`config.mk`:
```
export PLATFORM = sky130hd
export DESIGN_NAME = alarm_zone_ctrl
export DESIGN_NICKNAME = d
export VERILOG_FILES = /design/src/rtl/alarm_pkg.sv /design/src/rtl/alarm_timer.sv /design/src/rtl/alarm_zone_ctrl.sv
export SDC_FILE = /design/constraint.sdc
export NUM_CORES = 1
export LEC_CHECK = 0
export BUFFER_PORTS_ARGS = -buffer_cell sky130_fd_sc_hd__buf_4
export CORE_MARGIN = 10
export CORE_UTILIZATION = 40
export CTS_CLUSTER_DIAMETER = 40
export CTS_CLUSTER_SIZE = 24
export DETAILED_ROUTE_END_ITERATION = 10
export PLACE_DENSITY = 0.69
export RECOVER_POWER = 25
export SLEW_MARGIN = 30
export SYNTH_ARGS = -nofsm -noshare
export SYNTH_HDL_FRONTEND = slang
export SYNTH_SLANG_ARGS = --single-unit
```
`constraint.sdc`:
```
create_clock -name clk -period 6.2 [get_ports clk]
set_input_delay 0.31 -clock clk [delete_from_list [all_inputs] [get_ports clk]]
set_output_delay 0.31 -clock clk [all_outputs]
set_load 0.01 [all_outputs]
```
`src/rtl/alarm_pkg.sv`:
```
// Shared FSM state codes, key actions and the one-hot key decoder used by alarm_zone_ctrl.
package alarm_pkg;

    typedef logic [2:0] state_t;

    localparam state_t DISARMED    = 3'd0;
    localparam state_t EXIT_DELAY  = 3'd1;
    localparam state_t ARMED       = 3'd2;
    localparam state_t ENTRY_DELAY = 3'd3;
    localparam state_t ALARM       = 3'd4;

    localparam int DEF_ARM_KEY    = 4;
    localparam int DEF_DISARM_KEY = 2;
    localparam int KEY_IDX_W      = 5;

    typedef enum logic [1:0] {
        KEY_NONE,
        KEY_ARM,
        KEY_DISARM,
        KEY_BAD
    } key_act_t;

    typedef struct packed {
        logic                 valid;
        logic [KEY_IDX_W-1:0] idx;
    } key_dec_t;

    // idx is only meaningful when valid is set (exactly one bit high).
    function automatic key_dec_t onehot_idx(input logic [31:0] code);
        key_dec_t d;
        d.valid = (code != '0) && ((code & (code - 32'd1)) == '0);
        d.idx   = '0;
        for (int i = 0; i < 32; i++) begin
            if (code[i]) d.idx = KEY_IDX_W'(i);
        end
        return d;
    endfunction

endpackage

```
`src/rtl/alarm_timer.sv`:
```
// Loadable down-counter that saturates at zero; expired is high whenever the count is zero.
module alarm_timer #(
    parameter int W = 8
) (
    input  logic         clk,
    input  logic         rst_n,
    input  logic         clear,
    input  logic         load,
    input  logic         dec,
    input  logic [W-1:0] value,
    output logic         expired
);

    logic [W-1:0] count;

    always_ff @(posedge clk or negedge rst_n) begin
        if (!rst_n) begin
            count <= '0;
        end else if (clear) begin
            count <= '0;
        end else if (load) begin
            count <= value;
        end else if (dec && count != '0) begin
            count <= count - W'(1);
        end
    end

    assign expired = (count == '0);

endmodule

```
`src/rtl/alarm_zone_ctrl.sv`:
```
// Multi-zone alarm controller: keypad arm/disarm, exit/entry delays, sticky alarm with siren timeout.
// Optional macro ALARM_TAMPER_EN adds a tamper input that forces ALARM from any state.
module alarm_zone_ctrl
    import alarm_pkg::*;
#(
    parameter int                 N_ZONES      = 4,
    parameter logic [N_ZONES-1:0] INSTANT_MASK = 4'b0001,
    parameter int                 KEY_W        = 5,
    parameter int                 ARM_KEY      = DEF_ARM_KEY,
    parameter int                 DISARM_KEY   = DEF_DISARM_KEY,
    parameter int                 EXIT_CYCLES  = 1000,
    parameter int                 ENTRY_CYCLES = 500,
    parameter int                 SIREN_CYCLES = 10000
) (
    input  logic               clk,
    input  logic               rst_n,
    input  logic               key_valid,
    input  logic [KEY_W-1:0]   key_code,
    input  logic [N_ZONES-1:0] zone,
`ifdef ALARM_TAMPER_EN
    input  logic               tamper,
`endif
    output logic               active,
    output logic               alarm,
    output logic [N_ZONES-1:0] zone_trip,
    output logic               key_err,
    output logic [2:0]         state_o
);

    localparam int MAX_DELAY = (EXIT_CYCLES > ENTRY_CYCLES) ? EXIT_CYCLES : ENTRY_CYCLES;
    localparam int TW        = (MAX_DELAY > 0) ? $clog2(MAX_DELAY + 1) : 1;
    localparam int SW        = (SIREN_CYCLES > 0) ? $clog2(SIREN_CYCLES + 1) : 1;

    // Delay timer is loaded with N-1 so the transition lands exactly N cycles after the load.
    localparam logic [TW-1:0] EXIT_LOAD  = (EXIT_CYCLES > 0) ? TW'(EXIT_CYCLES - 1) : '0;
    localparam logic [TW-1:0] ENTRY_LOAD = (ENTRY_CYCLES > 0) ? TW'(ENTRY_CYCLES - 1) : '0;
    localparam logic [SW-1:0] SIREN_LOAD = SW'(SIREN_CYCLES);

    localparam logic [N_ZONES-1:0] DELAYED_MASK = ~INSTANT_MASK;

    state_t             state;
    state_t             state_nxt;
    logic [N_ZONES-1:0] trip_nxt;
    logic               dly_load;
    logic [TW-1:0]      dly_value;
    logic               dly_expired;
    logic               siren_load;
    logic               siren_expired;
    logic               timers_clear;
    logic               tamper_hit;
    logic               instant_hit;
    logic               delayed_hit;
    logic [31:0]        key_wide;
    key_dec_t           key_dec;
    key_act_t           key_act;

`ifdef ALARM_TAMPER_EN
    assign tamper_hit = tamper;
`else
    assign tamper_hit = 1'b0;
`endif

    assign key_wide    = 32'(key_code);
    assign key_dec     = onehot_idx(key_wide);
    assign instant_hit = |(zone & INSTANT_MASK);
    assign delayed_hit = |(zone & DELAYED_MASK);

    always_comb begin
        key_act = KEY_NONE;
        if (key_valid) begin
            if (key_dec.valid && key_dec.idx == KEY_IDX_W'(ARM_KEY)) begin
                key_act = KEY_ARM;
            end else if (key_dec.valid && key_dec.idx == KEY_IDX_W'(DISARM_KEY)) begin
                key_act = KEY_DISARM;
            end else begin
                key_act = KEY_BAD;
            end
        end
    end

    // Disarm is checked first in every armed state, so a same-cycle trip is never recorded.
    always_comb begin
        state_nxt  = state;
        trip_nxt   = zone_trip;
        dly_load   = 1'b0;
        dly_value  = '0;
        siren_load = 1'b0;
        case (state)
            DISARMED: begin
                if (key_act == KEY_ARM) begin
                    trip_nxt = '0;
                    if (EXIT_CYCLES == 0) begin
                        state_nxt = ARMED;
                    end else begin
                        state_nxt = EXIT_DELAY;
                        dly_load  = 1'b1;
                        dly_value = EXIT_LOAD;
                    end
                end
            end
            EXIT_DELAY: begin
                if (key_act == KEY_DISARM) begin
                    state_nxt = DISARMED;
                end else if (dly_expired) begin
                    state_nxt = ARMED;
                end
            end
            ARMED: begin
                if (key_act == KEY_DISARM) begin
                    state_nxt = DISARMED;
                end else begin
                    trip_nxt = zone_trip | zone;
                    if (instant_hit || (delayed_hit && ENTRY_CYCLES == 0)) begin
                        state_nxt  = ALARM;
                        siren_load = 1'b1;
                    end else if (delayed_hit) begin
                        state_nxt = ENTRY_DELAY;
                        dly_load  = 1'b1;
                        dly_value = ENTRY_LOAD;
                    end
                end
            end
            ENTRY_DELAY: begin
                if (key_act == KEY_DISARM) begin
                    state_nxt = DISARMED;
                end else begin
                    trip_nxt = zone_trip | zone;
                    if (instant_hit || dly_expired) begin
                        state_nxt  = ALARM;
                        siren_load = 1'b1;
                    end
                end
            end
            ALARM: begin
                if (key_act == KEY_DISARM) begin
                    state_nxt = DISARMED;
                end else begin
                    trip_nxt = zone_trip | zone;
                end
            end
            default: begin
                state_nxt = DISARMED;
            end
        endcase

        if (tamper_hit) begin
            state_nxt  = ALARM;
            siren_load = 1'b1;
            dly_load   = 1'b0;
            trip_nxt   = (state == ARMED || state == ENTRY_DELAY || state == ALARM) ?
                         (zone_trip | zone) : zone_trip;
        end
    end

    assign timers_clear = (state_nxt == DISARMED);

    always_ff @(posedge clk or negedge rst_n) begin
        if (!rst_n) begin
            state     <= DISARMED;
            zone_trip <= '0;
            key_err   <= 1'b0;
        end else begin
            state     <= state_nxt;
            zone_trip <= trip_nxt;
            key_err   <= (key_act == KEY_BAD);
        end
    end

    alarm_timer #(
        .W(TW)
    ) u_delay_timer (
        .clk     (clk),
        .rst_n   (rst_n),
        .clear   (timers_clear),
        .load    (dly_load),
        .dec     (state == EXIT_DELAY || state == ENTRY_DELAY),
        .value   (dly_value),
        .expired (dly_expired)
    );

    alarm_timer #(
        .W(SW)
    ) u_siren_timer (
        .clk     (clk),
        .rst_n   (rst_n),
        .clear   (timers_clear),
        .load    (siren_load),
        .dec     (state == ALARM),
        .value   (SIREN_LOAD),
        .expired (siren_expired)
    );

    assign active  = (state != DISARMED);
    assign alarm   = (state == ALARM) && (SIREN_CYCLES == 0 || !siren_expired);
    assign state_o = state;

endmodule
```
Yosys cells after proc, flatten, opt, wreduce, memory -nomap -nowiden
Cells that the tools add are included.
{"block": "op_classes", "n_addsub": 3, "n_reduce_logical": 24, "muxes": 41, "n_eq_ne": 11, "bitwise_logic": 2}
{"cell": "$mux 14", "count": 3}
{"cell": "$mux 10", "count": 4}
{"cell": "$and 5x32->32", "count": 1}
{"cell": "$logic_not 32->1", "count": 1}
{"cell": "$reduce_bool 32->1", "count": 1}
{"cell": "$mux 3", "count": 10}
{"cell": "$mux 9", "count": 3}
{"cell": "$pmux 10 s2", "count": 1}
{"cell": "$pmux 3 s5", "count": 1}
{"cell": "$logic_not 14->1", "count": 1}
{"cell": "$reduce_bool 14->1", "count": 1}
{"cell": "$sub 14x1->14 const B", "count": 1}
{"cell": "$logic_not 10->1", "count": 1}
{"cell": "$mux 1", "count": 10}
{"cell": "$reduce_bool 10->1", "count": 1}
{"cell": "$sub 10x1->10 const B", "count": 1}
{"cell": "$reduce_bool 3->1", "count": 3}
{"cell": "$mux 2", "count": 4}
{"cell": "$mux 4", "count": 2}
{"cell": "$pmux 4 s2", "count": 1}
{"cell": "$eq 3x2->1 const B", "count": 2}
{"cell": "$logic_and 1x1->1", "count": 6}
{"cell": "$logic_not 3->1", "count": 2}
{"cell": "$reduce_or 3->1", "count": 2}
{"cell": "14 further kinds", "count": 18}
{"block": "word_totals", "wordCells": 86, "output_inout_bits": 10, "inputBits": 12, "ff_bits": 32}

Longest topological paths before layout
{"block": "depth", "word_depth": 14, "depth_mapped": 8}

Hierarchy
Synthesis repeated with hierarchy kept, for this count alone.
{"block": "hier_totals", "cells_unflattened": 250, "hier_area_um2": 2155.8}
{"mod": "alarm_timer at u_siren_timer", "area_each_um2": 963.4, "cells_per_inst": 111, "instances": 1}
{"mod": "alarm_timer at u_delay_timer", "area_each_um2": 700.7, "cells_per_inst": 81, "instances": 1}
{"mod": "alarm_zone_ctrl", "area_each_um2": 491.7, "cells_per_inst": 58, "instances": 1}

Least setup slack after synthesis
No wires, ideal clock.
{"block": "synth_timing", "path_kind": "reg2reg", "from": "register u_delay_timer.count[0]", "to": "register u_siren_timer.count[10]", "n_path_buf": 1, "synth_period_minus_slack_ps": 2176, "arrival_ps": 2031, "path_slack_ps": 4024, "setup_ps": 144, "path_stages_with_launch": 9, "cell_sequence": "dfrtp_1 inv_1 ha_1 or4b_1 nor3_1 a2111oi_1 nor4b_4 buf_6 a21oi_1"}
{"block": "synth_via", "elab_chain_len": 7, "elab_cells_between_ends": 14, "cone_classes": "mux: 10; reduce/logical: 4"}
{"element": "from (decl)", "line_no": "alarm_timer.sv:14", "rtl": "logic [W-1:0] count;"}
{"element": "from (signal assigned)", "line_no": "alarm_timer.sv:22", "rtl": "count <= value;"}
{"element": "from (signal assigned)", "line_no": "alarm_timer.sv:24", "rtl": "count <= count - W'(1);"}
{"element": "$logic_not 10->1 (*)", "line_no": "alarm_timer.sv:28", "rtl": "assign expired = (count == '0);"}
{"element": "$logic_or 1x1->1", "line_no": "alarm_zone_ctrl.sv:128", "rtl": "if (instant_hit || dly_expired) begin"}
{"element": "$mux 3 / $mux 1 (equally long branches)", "line_no": "alarm_zone_ctrl.sv:128"}
{"element": "$mux 3 / $mux 1 (equally long branches)", "line_no": "alarm_zone_ctrl.sv:124", "rtl": "if (key_act == KEY_DISARM) begin"}
{"element": "$pmux 3 s5 / $pmux 1 s2 (equally long branches)", "line_no": "alarm_zone_ctrl.sv:88", "rtl": "case (state)"}
{"element": "$logic_not 3->1 / $mux 14 (equally long branches)", "line_no": "alarm_zone_ctrl.sv:155, alarm_timer.sv:21"}
{"element": "$reduce_bool 3->1 (no source line) / $mux 14 (equally long branches)"}
{"element": "to (signal assigned)", "line_no": "alarm_timer.sv:22"}
{"element": "to (signal assigned)", "line_no": "alarm_timer.sv:24"}
{"element": "to (decl)", "line_no": "alarm_timer.sv:14"}
Mark *: on every way between the ends. The rest lies on a longest branch, timed or not.
A chain may end at the register's enable or synchronous reset.

Worst setup path after layout
{"block": "layout_timing", "from": "register u_siren_timer.count[4]", "to": "output alarm"}
{"block": "layout_via", "elab_chain_len": 3}
{"element": "$logic_not 14->1", "line_no": "alarm_timer.sv:28"}
{"element": "$logic_not 1->1", "line_no": "alarm_zone_ctrl.sv:194", "rtl": "assign alarm = (state == ALARM) && (SIREN_CYCLES == 0 || !siren_expired);"}
{"element": "$logic_and 1x1->1", "line_no": "alarm_zone_ctrl.sv:194"}
{"element": "to (decl)", "line_no": "alarm_zone_ctrl.sv:24", "rtl": "output logic alarm,"}
Every way passes these cells.

==> run summary <==
Setup Buffers After CTS: 0
MaxCap Viol Count: 1
Global-route wire length before repair: 6690 µm
Largest net degree at the start of global routing: 33
CP Launch Type: flop
Post-synthesis cell count: 198
Worst skew pair latency: 0.28 ns
Post-synth EDFFs: 0
Placement Cell Area: 2080 µm²
Die width: 88.9 µm
Hold WS: 0.278 ns
Layout cell share with drive strength beyond 1: 15.6%
Sequential share of the synthesized area: 42.1%
Switching pwr: 0.435 mW
CP max FO: 6
H-Tree Depth: 2
Total power: 0.987 mW
Yosys Warn Count: 0
Worst hold path cell count: 2
Worst Setup Path Type: flop to output port
Critical-path top delay cell: nor4_1
Synth area leaders: dfrtp_1 42%, nor2_1 5.1%, xnor2_1 5.1%
Starting density of the core: 40.8%
Clock Sinks: 32
Pwr dens: 452 nW/µm²
Residual DRC: 0
Largest family of logic cells by synthesized area: simple AND/OR/NAND/NOR gates
Core Region: 4660 µm²
Critical R2R Launch: u_delay_timer.count[0]
Final Instance Area: 2180 µm²
CP required: 5.89 ns
Synthesis-stage register bit count: 32
CTS Buffer Depth: 2
Asr flop ratio synth: 100%
CTS tree: built
Compound-Gate Fraction of Synth Area: 14.4%
RSZ-0062 raised after global routing: false
Clock power frac: 17.3%
Fin cells: 272
Adder-cell share of the synthesized area: 1.32%
Worst reg-to-reg setup slack: 3.63 ns
Mapped Area: 1900 µm²
Crit-path max cell delay: 0.63 ns
Synth Area in Simple Gates: 28.0%
Failing checks: capacitance limit, slew limit
Global route total overflow: 0
Post_cts resized: 0
Final core occ: 46.8%
Placed instance count: 264
Ys flop type: dfrtp_1
Syn_area_per_cell: 9.60 µm²
Setup TNS: 0 ns
Worst hold path endpoint: key_err
Num CTS Buffers: 5
# rows: 25
First drt pass iteration count: 4
Synth area leader: dfrtp_1
Vias in the first global route: 1468
Hold Crit Class: input port to flop
Period utilisation layout: 43.6%
Initial DRC Count: 55
Worst VDD drop: 0.148 mV
Filler instances: 452
R2R cell count: 7
IO Pins: 22
Pre-CTS setup slack: 3.59 ns
Status: complete, but fails checks
Nets@finish: 232
HPWL Detailed: 3020 µm
Clock root buffer: clkbuf_8
CP arrival: 2.39 ns
Die Y: 88.9 µm
Fmax: 0.370 GHz
Critical Path, Cell by Cell: or4_4 > nor4_1 > a21oi_1 > buf_4
Gr usage total: 10.8%
Drt via density: 5.60
Sw Ratio: 44.1%
Final hold vios: 0
Total nets after synthesis: 212
Pleak: 0.904 nW
Worst slew pin tran: 1.74 ns
Hold Crit Start: key_valid
Reg power frac: 30.8%
Die area: 7910 µm²
Synth cell types: 49
Clock skew: 0.00612 ns
Port buffer count: 21
WL/cell: 14.9 µm
GP Congestion: 0.828
Mux contribution to synthesized area: 1.05%
Post-route ant nets: 0
Setup crit end kind: output port
Max-slew violations: 33
Delay-heaviest family, CP: simple AND/OR/NAND/NOR gates
WL final: 4050 µm
Area fraction of the dominant cell type after synthesis: 42.1%
Internal Dissipation: 0.552 mW
Comb pwr share: 51.9%
Synthesis-to-layout area growth: 14.7%
Final setup fails: 0
Slew margin rel.: -15.9%
Antenna violations before repair: 0
Post-route setup slack: 3.50 ns
Synth Area in XOR/XNOR: 9.22%
Hold buffers post-CTS: 1
Vias: 1522
Diodes inserted: 0
Tmin final: 2.70 ns
Clk slew on worst S/H paths: 0.06 ns
Buf+Inv Stages, Crit Path: 1
FF-to-FF End: u_delay_timer.count[2]
## worst max path at each step
stage / startpoint / endpoint / slack [ns] / cells past startpoint
global route: u_siren_timer.count[4] / alarm / 3.35 / 4
finish: u_siren_timer.count[4] / alarm / 3.50 / 4
detailed placement: key_code[3] / u_delay_timer.count[2] / 3.59 / 5
global placement: key_code[3] / u_delay_timer.count[9] / 3.66 / 5
floorplan: u_delay_timer.count[0] / u_siren_timer.count[10] / 4.02 / 8
CTS: u_siren_timer.count[4] / alarm / 3.51 / 4
## cells by family after synthesis
kind of cell	Yosys count
XOR/XNOR	20
AO/OA/AOI/OAI	43
multiplexers	2
buffers and inverters	17
flip-flops	32
adder cells (fa/ha/maj)	2
AND/OR/NAND/NOR	82
## synth_stat cells, types with 3 or more instances
cell type / count
a21oi_1: 19
nand4b_1: 3
clkbuf_1: 6
inv_1: 8
nor4_1: 5
nor2_1: 26
xor2_1: 9
nor3b_1: 3
o21ai_0: 8
nand2_1: 6
a211oi_1: 3
nor3_1: 8
nand3_1: 3
dfrtp_1: 32
xnor2_1: 11
or3_1: 3
## state kept, by name, summed over array words and instances (netlist names)
name and cells:
u_siren_timer.count 14, key_err 1, zone_trip 4, state_o 3
u_delay_timer.count 10
## cell usage in the layout (no fill, tap or decap), types with 2 or more instances in the layout
| cell type | instances |
|---|---|
| or4b_1 | 2 |
| dfrtp_1 | 32 |
| nor2_1 | 26 |
| nand4b_1 | 3 |
| ha_1 | 2 |
| xnor2_1 | 11 |
| or4_4 | 2 |
| o2111ai_1 | 2 |
| nor4_1 | 5 |
| nand3_1 | 3 |
| nor2b_1 | 2 |
| mux2i_1 | 2 |
| nand3b_1 | 2 |
| inv_1 | 8 |
| xor2_1 | 9 |
| a21oi_1 | 19 |
| nand2_1 | 6 |
| or3_1 | 3 |
| a211oi_1 | 3 |
| clkbuf_1 | 2 |
| nand2b_1 | 2 |
| and3b_1 | 2 |
| clkbuf_8 | 7 |
| buf_4 | 19 |
| nor3_1 | 8 |
| nor4b_1 | 2 |
| nor3b_1 | 3 |
| nor4_4 | 2 |
| o21ai_0 | 8 |
## power by group through the flow
stage | Combinational [mW] | Clock [mW] | Sequential (mW)
after CTS | 0.516 | 0.177 | 0.303
after detailed placement | 0.511 | 0 | 0.307
final | 0.512 | 0.171 | 0.304
after global routing | 0.567 | 0.185 | 0.312
after floorplan | 0.423 | 0 | 0.294
after global placement | 0.509 | 0 | 0.307
## routing by layer
layer | GRT usage [%] | part of all wire [%] | vias to the layer above
li1 | - | - | 765
met1 | 12.8 | 45 | 731
met2 | 18.1 | 50 | 20
met3 | 2.55 | 3.5 | 6
met4 | 5.06 | 1.4 | 0
met5 | 0 | 0 | -
## layout make-up
class	instances	area (µm²)	area share, %
well taps	54	67.6	3.10
multi-input cells	149	1030	47.0
repair buffers	22	160	7.34
flip-flops and latches	32	801	36.7
inverters	8	30.0	1.38
clock buffers	7	96.3	4.42
Power figures use the tool's default switching activity.
